===== src/rtl/mesh_noc_pkg.sv =====
// mesh_noc_pkg: shared XY-mesh packet geometry and pack/unpack helpers.
// Packet layout is {row, col, data} with row in the MSBs.
package mesh_noc_pkg;

    localparam int DATA_OFF = 0;

    function automatic int calc_row_w(int row_n);
        return $clog2(row_n);
    endfunction

    function automatic int calc_col_w(int col_m);
        return $clog2(col_m);
    endfunction

    function automatic int calc_packet_w(int data_w, int row_n, int col_m);
        return data_w + calc_row_w(row_n) + calc_col_w(col_m);
    endfunction

    function automatic int col_off(int data_w);
        return data_w;
    endfunction

    function automatic int row_off(int data_w, int col_w);
        return data_w + col_w;
    endfunction

    // Fields are passed zero-extended; the caller truncates to PACKET_W.
    function automatic logic [63:0] pack_pckt(int data_w, int col_w, logic [31:0] row,
                                              logic [31:0] col, logic [31:0] data);
        return ({32'b0, row} << row_off(data_w, col_w)) | ({32'b0, col} << col_off(data_w)) | {32'b0, data};
    endfunction

    function automatic logic [63:0] get_field(logic [63:0] pckt, int off, int w);
        return (pckt >> off) & ((64'd1 << w) - 64'd1);
    endfunction

endpackage


===== src/rtl/ni_fifo.sv =====
// ni_fifo: synchronous FIFO with extra-MSB pointers; head reads as 0 when empty.
module ni_fifo #(
    parameter int W            = 8,
    parameter int FIFO_DEPTH_W = 3
) (
    input  logic         clk_i,
    input  logic         rst_ni,
    input  logic         wr_en,
    input  logic [W-1:0] wr_data,
    input  logic         rd_en,
    output logic [W-1:0] rd_data,
    output logic         full,
    output logic         empty
);
    localparam int DEPTH = 1 << FIFO_DEPTH_W;

    logic [W-1:0]          mem [DEPTH];
    logic [FIFO_DEPTH_W:0] wr_ptr, rd_ptr;
    logic                  do_wr, do_rd;

    assign empty   = wr_ptr == rd_ptr;
    assign full    = (wr_ptr[FIFO_DEPTH_W] != rd_ptr[FIFO_DEPTH_W]) &&
                     (wr_ptr[FIFO_DEPTH_W-1:0] == rd_ptr[FIFO_DEPTH_W-1:0]);
    assign do_wr   = wr_en && !full;
    assign do_rd   = rd_en && !empty;
    assign rd_data = empty ? '0 : mem[rd_ptr[FIFO_DEPTH_W-1:0]];

    always_ff @(posedge clk_i or negedge rst_ni) begin
        if (!rst_ni) begin
            wr_ptr <= '0;
            rd_ptr <= '0;
        end else begin
            if (do_wr) wr_ptr <= wr_ptr + 1'b1;
            if (do_rd) rd_ptr <= rd_ptr + 1'b1;
        end
    end

    always_ff @(posedge clk_i) begin
        if (do_wr) mem[wr_ptr[FIFO_DEPTH_W-1:0]] <= wr_data;
    end

endmodule


===== src/rtl/mesh_rsc_ni.sv =====
// mesh_rsc_ni: resource-side NI that packetises/injects TX words and checks/delivers RX packets.
// Define MESH_RSC_NI_STATS_EN to build the tx/rx/drop statistics counters.
module mesh_rsc_ni
    import mesh_noc_pkg::*;
#(
    parameter int ROW_N        = 3,
    parameter int COL_M        = 3,
    parameter int FIFO_DEPTH_W = 3,
    parameter int PCKT_DATA_W  = 8,
    parameter int NODE_ROW     = 0,
    parameter int NODE_COL     = 0,
    localparam int ROW_W       = calc_row_w(ROW_N),
    localparam int COL_W       = calc_col_w(COL_M),
    localparam int PACKET_W    = calc_packet_w(PCKT_DATA_W, ROW_N, COL_M)
) (
    input  logic                   clk_i,
    input  logic                   rst_ni,
    input  logic [PCKT_DATA_W-1:0] tx_data_i,
    input  logic [ROW_W-1:0]       tx_row_i,
    input  logic [COL_W-1:0]       tx_col_i,
    input  logic                   tx_valid_i,
    output logic                   tx_ready_o,
    output logic [PACKET_W-1:0]    rsc_pckt_o,
    output logic                   rsc_wren_o,
    input  logic                   noc_full_i,
    input  logic                   noc_ovrflw_i,
    input  logic [PACKET_W-1:0]    noc_pckt_i,
    input  logic                   noc_wren_i,
    output logic                   rsc_full_o,
    output logic                   rsc_ovrflw_o,
    output logic [PCKT_DATA_W-1:0] rx_data_o,
    output logic                   rx_valid_o,
    input  logic                   rx_ready_i,
    output logic                   err_o,
    output logic [15:0]            tx_cnt_o,
    output logic [15:0]            rx_cnt_o,
    output logic [15:0]            drop_cnt_o
);
    localparam int ROW_OFF = row_off(PCKT_DATA_W, COL_W);
    localparam int COL_OFF = col_off(PCKT_DATA_W);

    logic                   tx_full, tx_empty, rx_full, rx_empty;
    logic                   tx_push, tx_in_range, tx_oor;
    logic                   rx_match, rx_wr, rx_misroute, rx_ovf, rx_pop;
    logic [PACKET_W-1:0]    tx_pckt;
    logic [ROW_W-1:0]       rx_row;
    logic [COL_W-1:0]       rx_col;
    logic [PCKT_DATA_W-1:0] rx_payload;
    logic                   err_q, ovrflw_q;

    assign tx_ready_o  = !tx_full;
    assign tx_push     = tx_valid_i && tx_ready_o;
    assign tx_in_range = (32'(tx_row_i) < ROW_N) && (32'(tx_col_i) < COL_M);
    assign tx_oor      = tx_push && !tx_in_range;
    assign tx_pckt     = PACKET_W'(pack_pckt(PCKT_DATA_W, COL_W, 32'(tx_row_i), 32'(tx_col_i), 32'(tx_data_i)));
    assign rsc_wren_o  = !tx_empty && !noc_full_i;

    ni_fifo #(.W(PACKET_W), .FIFO_DEPTH_W(FIFO_DEPTH_W)) u_tx_fifo (
        .clk_i   (clk_i),
        .rst_ni  (rst_ni),
        .wr_en   (tx_push && tx_in_range),
        .wr_data (tx_pckt),
        .rd_en   (rsc_wren_o),
        .rd_data (rsc_pckt_o),
        .full    (tx_full),
        .empty   (tx_empty)
    );

    assign rx_row      = ROW_W'(get_field(64'(noc_pckt_i), ROW_OFF, ROW_W));
    assign rx_col      = COL_W'(get_field(64'(noc_pckt_i), COL_OFF, COL_W));
    assign rx_payload  = PCKT_DATA_W'(get_field(64'(noc_pckt_i), DATA_OFF, PCKT_DATA_W));
    assign rx_match    = (32'(rx_row) == NODE_ROW) && (32'(rx_col) == NODE_COL);
    assign rx_misroute = noc_wren_i && !rx_match;
    // Full is the registered state, so a write alongside a pop while full is still dropped.
    assign rx_ovf      = noc_wren_i && rx_match && rx_full;
    assign rx_wr       = noc_wren_i && rx_match && !rx_full;
    assign rx_valid_o  = !rx_empty;
    assign rx_pop      = rx_valid_o && rx_ready_i;
    assign rsc_full_o  = rx_full;

    ni_fifo #(.W(PCKT_DATA_W), .FIFO_DEPTH_W(FIFO_DEPTH_W)) u_rx_fifo (
        .clk_i   (clk_i),
        .rst_ni  (rst_ni),
        .wr_en   (rx_wr),
        .wr_data (rx_payload),
        .rd_en   (rx_pop),
        .rd_data (rx_data_o),
        .full    (rx_full),
        .empty   (rx_empty)
    );

    always_ff @(posedge clk_i or negedge rst_ni) begin
        if (!rst_ni) begin
            err_q    <= 1'b0;
            ovrflw_q <= 1'b0;
        end else begin
            err_q    <= err_q || noc_ovrflw_i || tx_oor || rx_misroute || rx_ovf;
            ovrflw_q <= rx_ovf;
        end
    end

    assign err_o        = err_q;
    assign rsc_ovrflw_o = ovrflw_q;

`ifdef MESH_RSC_NI_STATS_EN
    logic [15:0] tx_cnt, rx_cnt, drop_cnt;

    always_ff @(posedge clk_i or negedge rst_ni) begin
        if (!rst_ni) begin
            tx_cnt   <= '0;
            rx_cnt   <= '0;
            drop_cnt <= '0;
        end else begin
            if (rsc_wren_o) tx_cnt <= tx_cnt + 16'd1;
            if (rx_pop) rx_cnt <= rx_cnt + 16'd1;
            drop_cnt <= drop_cnt + {15'b0, tx_oor} + {15'b0, rx_misroute || rx_ovf};
        end
    end

    assign tx_cnt_o   = tx_cnt;
    assign rx_cnt_o   = rx_cnt;
    assign drop_cnt_o = drop_cnt;
`else
    assign tx_cnt_o   = '0;
    assign rx_cnt_o   = '0;
    assign drop_cnt_o = '0;
`endif

endmodule


===== config.mk =====
export PLATFORM = sky130hd
export DESIGN_NAME = mesh_rsc_ni
export DESIGN_NICKNAME = d
export VERILOG_FILES = /design/src/rtl/mesh_noc_pkg.sv /design/src/rtl/ni_fifo.sv /design/src/rtl/mesh_rsc_ni.sv
export SDC_FILE = /design/constraint.sdc
export NUM_CORES = 1
export LEC_CHECK = 0
export ABC_AREA = 0
export CAP_MARGIN = 20
export CORE_ASPECT_RATIO = 1.75
export CORE_MARGIN = 8
export CORE_UTILIZATION = 50
export CTS_BUF_LIST = sky130_fd_sc_hd__clkbuf_8
export DETAILED_ROUTE_END_ITERATION = 8
export GPL_TIMING_DRIVEN = 0
export PLACE_DENSITY = 0.74
export RECOVER_POWER = 25
export SKIP_CTS_REPAIR_TIMING = 1
export SLEW_MARGIN = 20
export SYNTH_ARGS = -nofsm -noshare
export SYNTH_HDL_FRONTEND = slang
export SYNTH_SLANG_ARGS = --single-unit

===== constraint.sdc =====
create_clock -name clk_i -period 3.5 [get_ports clk_i]
set_input_delay 0.35 -clock clk_i [delete_from_list [all_inputs] [get_ports clk_i]]
set_output_delay 0.35 -clock clk_i [all_outputs]
set_load 0.01 [all_outputs]

---- Yosys cells after proc, flatten, opt, wreduce, memory -nomap -nowiden ----
Memory sizes are Yosys's and may differ from the RTL's.
Index checks and enable logic that the tools add are counted.
word-level totals
  memory bits (read-only) ................. 0
  flip-flop bits (word level) ............. 18
  input port bits ......................... 31
  output and inout port bits .............. 74
  memories ................................ 2
  memory bits (writable) .................. 160
  bits in latches ......................... 0
operators by class
  multipliers ............................. 0
  shift-type cells ........................ 0
  muxes and demuxes ....................... 6
  eq/ne operators ......................... 6
  bitwise logic cells ..................... 2
  $add $sub $neg .......................... 4
  order comparisons ....................... 2
  reduce and logical (&&, ||, !) cells .... 30
  divide/modulo/power cells ............... 0
memories
  memory         words  bits a word  read ports  clocked after memory_dff  wr ports  line           text
  u_tx_fifo.mem  8      12           1           0                         1         ni_fifo.sv:17  logic [W-1:0] mem [DEPTH];
  u_rx_fifo.mem  8      8            1           0                         1         ni_fifo.sv:17
operator list
  kind                                                            number
  1-bit logical AND                                               17
  4-bit by 1-bit adder with 4-bit output (second input constant)  4
  12-bit 2-to-1 mux                                               1
  12-bit by 10-bit bitwise OR with 12-bit output                  1
  12-bit by 8-bit bitwise OR with 12-bit output                   1
  4-bit == test                                                   2
  8-bit 2-to-1 mux                                                1
  1-bit zero test                                                 7
  3-bit == test                                                   2
  2-bit zero test                                                 2
  1-bit logical OR                                                4
  2-bit < comparator (second input constant)                      2
  1-bit 2-to-1 mux                                                4
  1-bit != test                                                   2

---- Longest topological paths before layout ----
  depth after elaboration ................. 8
  gate-level depth with buffers ........... 7
  mapped depth without buffers ............ 6

---- Hierarchy ----
Synthesis repeated with hierarchy kept, for this count alone.
unflattened totals
  cells, all modules ...................... 515
  area total of the unflattened synthesis .. 8,026.4 um^2
by module, submodules not included
  module               area an instance (um^2)  seq. area each (um^2)  cells an instance  instances
  ni_fifo (u_tx_fifo)  4,372.9                  3,083.0                257                1
  ni_fifo (u_rx_fifo)  3,144.3                  2,122.0                193                1
  mesh_rsc_ni          509.2                    50.0                   65                 1

---- Least setup slack after synthesis ----
OpenSTA, ideal clock, no wires.
  kind .................................... register to register
  from .................................... register u_tx_fifo.wr_ptr[1]
  to ...................................... memory u_tx_fifo.mem[0][0] (netlist name), enable pin
  path slack .............................. 0.676 ns
  required time ........................... 3.088 ns
  path buffers ............................ 2
  setup time .............................. 0.412 ns
  cell stages (with the launch flop) ...... 7
  arrival ................................. 2.412 ns
  cells stage by stage .................... dfrtp_1 > clkbuf_1 > xor2_1 > or4_1 > buf_2 > nand3_2 > nor4_1
on the way
  word-level cells in the longest chain between the ends .. 8
RTL lines
  item                                      line               text
  start: declaration                        ni_fifo.sv:18      logic [FIFO_DEPTH_W:0] wr_ptr, rd_ptr;
  start signal: assignment                  ni_fifo.sv:33      if (do_wr) wr_ptr <= wr_ptr + 1'b1;
  3-bit == test *                           ni_fifo.sv:23      (wr_ptr[FIFO_DEPTH_W-1:0] == rd_ptr[FIFO_DEPTH_W-1:0]);
  1-bit logical AND *                       ni_fifo.sv:22      assign full = (wr_ptr[FIFO_DEPTH_W] != rd_ptr[FIFO_DEPTH_W]) &&
  1-bit zero test *                         mesh_rsc_ni.sv:51  assign tx_ready_o = !tx_full;
  via tx_ready_o                            mesh_rsc_ni.sv:22  output logic tx_ready_o,
  1-bit logical AND                         mesh_rsc_ni.sv:52  assign tx_push = tx_valid_i && tx_ready_o;
  1-bit logical AND                         mesh_rsc_ni.sv:61  .wr_en (tx_push && tx_in_range),
  1-bit logical AND *                       ni_fifo.sv:24      assign do_wr = wr_en && !full;
  1-bit 2-to-1 mux *                        ni_fifo.sv:39      if (do_wr) mem[wr_ptr[FIFO_DEPTH_W-1:0]] <= wr_data;
  1-bit 2-to-1 mux (implied by the code) *  ni_fifo.sv:39
  end: declaration                          ni_fifo.sv:17
The timed path passes the listed nets; every way through them passes the cells marked *.

---- Worst setup path in the final report ----
  from .................................... register u_tx_fifo.wr_ptr[1]
  to ...................................... output port rsc_pckt_o[6]
on the way
  word-level cells in the longest chain between the ends .. 2
RTL lines
  item               line               text
  4-bit == test      ni_fifo.sv:21      assign empty = wr_ptr == rd_ptr;
  12-bit 2-to-1 mux  ni_fifo.sv:26      assign rd_data = empty ? '0 : mem[rd_ptr[FIFO_DEPTH_W-1:0]];
  end: declaration   mesh_rsc_ni.sv:23  output logic [PACKET_W-1:0] rsc_pckt_o,
Every way passes these cells.

==> out/metrics.yaml <==
run_status:
  outcome: "complete, no violations"
synthesis:
  synthCells: 408
  synth_area_per_cell_um2: 18.3
  yosysUniqueCellTypes: 30
  synth_seq_cells: 178
  synth_seq_area_share_pct: 70.4
  ys_warn_count: 0
  synth_area_um2: 7470
setup_path:
  cp.required_ns: 3.15
  cp-end-kind: "primary output"
  critPathKind: "flop to primary output"
  crit_fanout: 10
  worst_ep_arrival_time_ns: 2.86
  crit_path_start_kind: "flop"
sta:
  slew_headroom_pct: 35.6
  hold_viol: 0
  worst_pin_slew_ns: 0.966
  setup_ws_ns: 0.290
  max_clock_freq_mhz: 312
  period_needed_ns: 3.21
  setup_viol: 0
  drv_slew: 0
  grt_setup_unrepaired: "no"
  fin_skew_ns: 0.0181
  min_period_over_period_pct: 91.7
power_and_ir_drop:
  p_int_w: 0.00445
  p_seq_share_pct: 39.1
  vdd_drop_max_mv: 0.440
  p_leak_nw: 3.28
  powerDensity_nw_per_um2: 738
  swShare_pct: 33.2
  clock_power_share_pct: 21.7
  power_frac_comb_pct: 39.2
  p_sw_w: 0.00221
  total_power_w: 0.00666
route:
  detail-route-antenna-nets: 0
  drt_first_pass_iters: 5
  via_per_inst: 5.23
  drtIter0Drc: 151
  wl_per_cell_um: 20.5
  vias: 3862
  wl_mm: 15.1
  drc: 0
grt:
  overflow: 0
  antenna_found_initial: 0
  grt_max_degree: 20
  first_global_vias: 4100
  grt_pass1_wl_mm: 22.7
  grt_use_total_pct: 16.3
die:
  die_width_um: 108
  num_io_pins: 105
  fp.coreArea_um2: 14800
  rows: 59
  die_area_um2: 19300
  start_util_pct: 50.6
  die_h_um: 178
clocking:
  clk_pin_slew_ns: 0.10
  cts_num_sinks: 178
  htreeDepth: 4
  cts_tree: "built"
  root_buffer: "clkbuf_8"
  clk-insertion-delay-late_ns: 0.45
  clockBufferDepth: 2
  cts_made_buffers: 17
cells_and_area:
  diodes: 0
  nNetsFinal: 578
  stdcell_area_um2: 9020
  drive_gt1_share_pct: 29.3
  syn2layout_area_growth_pct: 20.9
  final_core_util_pct: 61.1
worst_hold_path:
  hp-class: "input pin to asynchronous set/reset pin"
place:
  dp.final_hpwl_mm: 11.1
  port-buffer-count: 56
  place.gp.congestion: 0.789
  placed_cell_area_um2: 8600
  dp_slack_ns: 0.417
flow_run:
  cap_violations: 0
layout by cell type, fill, tap and decap left out, types with 2 or more instances in the layout:
cell / synthesis / layout
edfxtp_1: 160 / 160
mux2_2: 4 / 4
xnor2_1: 14 / 14
nor4_2: 0 / 2
nor2_1: 26 / 24
nand2b_1: 4 / 4
clkinv_8: 0 / 4
buf_1: 3 / 3
nor3_2: 0 / 8
clkdlybuf4s50_1: 0 / 43
buf_4: 48 / 57
clkbuf_8: 0 / 17
nor4_1: 4 / 2
mux4_2: 40 / 40
and3_1: 2 / 2
clkbuf_1: 6 / 5
inv_8: 0 / 2
mux2i_1: 20 / 20
nand4_1: 7 / 7
nand3_1: 4 / 4
inv_6: 0 / 5
nor2_2: 0 / 2
xor2_1: 7 / 7
nand2_1: 6 / 6
dfrtp_1: 18 / 18
buf_6: 1 / 3
dlygate4sd3_1: 0 / 13
conb_1: 1 / 48
inv_1: 4 / 4
buf_2: 10 / 12
ha_1: 4 / 4
stage by stage:
step                hold slack, ns  setup TNS, ns  cells
floorplan                   0.0544              0    455
global placement             0.448         -29.03    694
detailed placement           0.478              0    707
CTS                          0.387        -0.0446    739
global route                 0.450              0    739
finish                       0.390              0    739
flip-flops by register name, indices dropped and copies added, names as in the netlist:
name              flops
err_o                 1
rsc_ovrflw_o          1
u_rx_fifo.mem        64
u_rx_fifo.rd_ptr      4
u_rx_fifo.wr_ptr      4
u_tx_fifo.mem        96
u_tx_fifo.rd_ptr      4
u_tx_fifo.wr_ptr      4
power groups by stage:
stage,Sequential (W),Clock [W],Combinational [W]
after CTS,0.00260,0.00147,0.00266
after detailed placement,0.00265,0,0.00265
final,0.00260,0.00144,0.00261
after global placement,0.00264,0,0.00255
after floorplan,0.00263,0,0.00163
after global routing,0.00262,0.00154,0.00282
final timing paths:
| check | start | to | slack (ns) | cells after the start |
|---|---|---|---|---|
| max reg2reg | u_rx_fifo.wr_ptr[2]$_DFFE_PN0P_ | u_rx_fifo.mem[2][1]$_DFFE_PP_ | 0.89 | 5 |
| max in group asynchronous | rst_ni | u_tx_fifo.rd_ptr[3]$_DFFE_PN0P_ | 2.57 | 1 |
| min in group clk_i | u_rx_fifo.wr_ptr[3]$_DFFE_PN0P_ | u_rx_fifo.wr_ptr[3]$_DFFE_PN0P_ | 0.50 | 1 |
| max | u_tx_fifo.wr_ptr[1]$_DFFE_PN0P_ | rsc_pckt_o[6] | 0.29 | 6 |
| min | rst_ni | u_tx_fifo.wr_ptr[3]$_DFFE_PN0P_ | 0.39 | 1 |
| min reg2reg | u_rx_fifo.wr_ptr[3]$_DFFE_PN0P_ | u_rx_fifo.wr_ptr[3]$_DFFE_PN0P_ | 0.50 | 1 |
critical path, cell delays in order (launching register included):
cell and delay, ns:
dfrtp_1 0.36, clkbuf_1 0.33, xor2_1 0.15, nor4_1 0.54
clkbuf_2 0.41, nor2_1 0.11, clkdlybuf4s50_1 0.50
Yosys cell counts:
| master | n | area (um2) |
|---|---|---|
| edfxtp_1 | 160 | 4800 |
| buf_4 | 48 | 360 |
| mux4_2 | 40 | 901 |
| nor2_1 | 26 | 97.6 |
| mux2i_1 | 20 | 200 |
| dfrtp_1 | 18 | 450 |
| xnor2_1 | 14 | 123 |
| buf_2 | 10 | 50.1 |
| nor3_1 | 8 | 40.0 |
| nand4_1 | 7 | 43.8 |
| xor2_1 | 7 | 61.3 |
| clkbuf_1 | 6 | 22.5 |
| nand2_1 | 6 | 22.5 |
| ha_1 | 4 | 50.1 |
| inv_1 | 4 | 15.0 |
| mux2_2 | 4 | 45.0 |
| nand2b_1 | 4 | 25.0 |
| nand3_1 | 4 | 20.0 |
| nor4_1 | 4 | 25.0 |
| buf_1 | 3 | 11.3 |
| and3_1 | 2 | 12.5 |
| a2111o_1 | 1 | 11.3 |
| a22oi_1 | 1 | 7.51 |
| and3b_1 | 1 | 8.76 |
| buf_6 | 1 | 11.3 |
| conb_1 | 1 | 3.75 |
| nand3_2 | 1 | 10.0 |
| nor4b_2 | 1 | 15.0 |
| o41a_1 | 1 | 11.3 |
| or4_1 | 1 | 7.51 |
cell families after synthesis:
family | count (synthesis) | synth area share (%)
other cells | 1 | 0.0502
buf+inv | 72 | 6.30
xor+xnor | 21 | 2.46
simple gates | 65 | 4.39
flops | 178 | 70.4
compound gates | 3 | 0.402
mux | 64 | 15.3
fa+ha+maj | 4 | 0.670
area by class of cell:
type                       instances  area [um2]
tap                              183         229
clock inverter                    15         190
inverter                           4        15.0
timing repair buffer              69         661
sequential                       178        5260
buffer                            68         457
fill                            1070        5740
clock buffer                      17         234
multi-input combinational        205        1980
metal layers:
layer | GRT usage, % | up-vias | share of wire [%]
li1 | - | 1757 | -
met1 | 15.8 | 1966 | 34
met2 | 31.3 | 114 | 59
met3 | 3.49 | 25 | 4.8
met4 | 7.57 | 0 | 2.1
met5 | 0 | - | 0
Note: power is estimated with default switching activity, not from simulation.
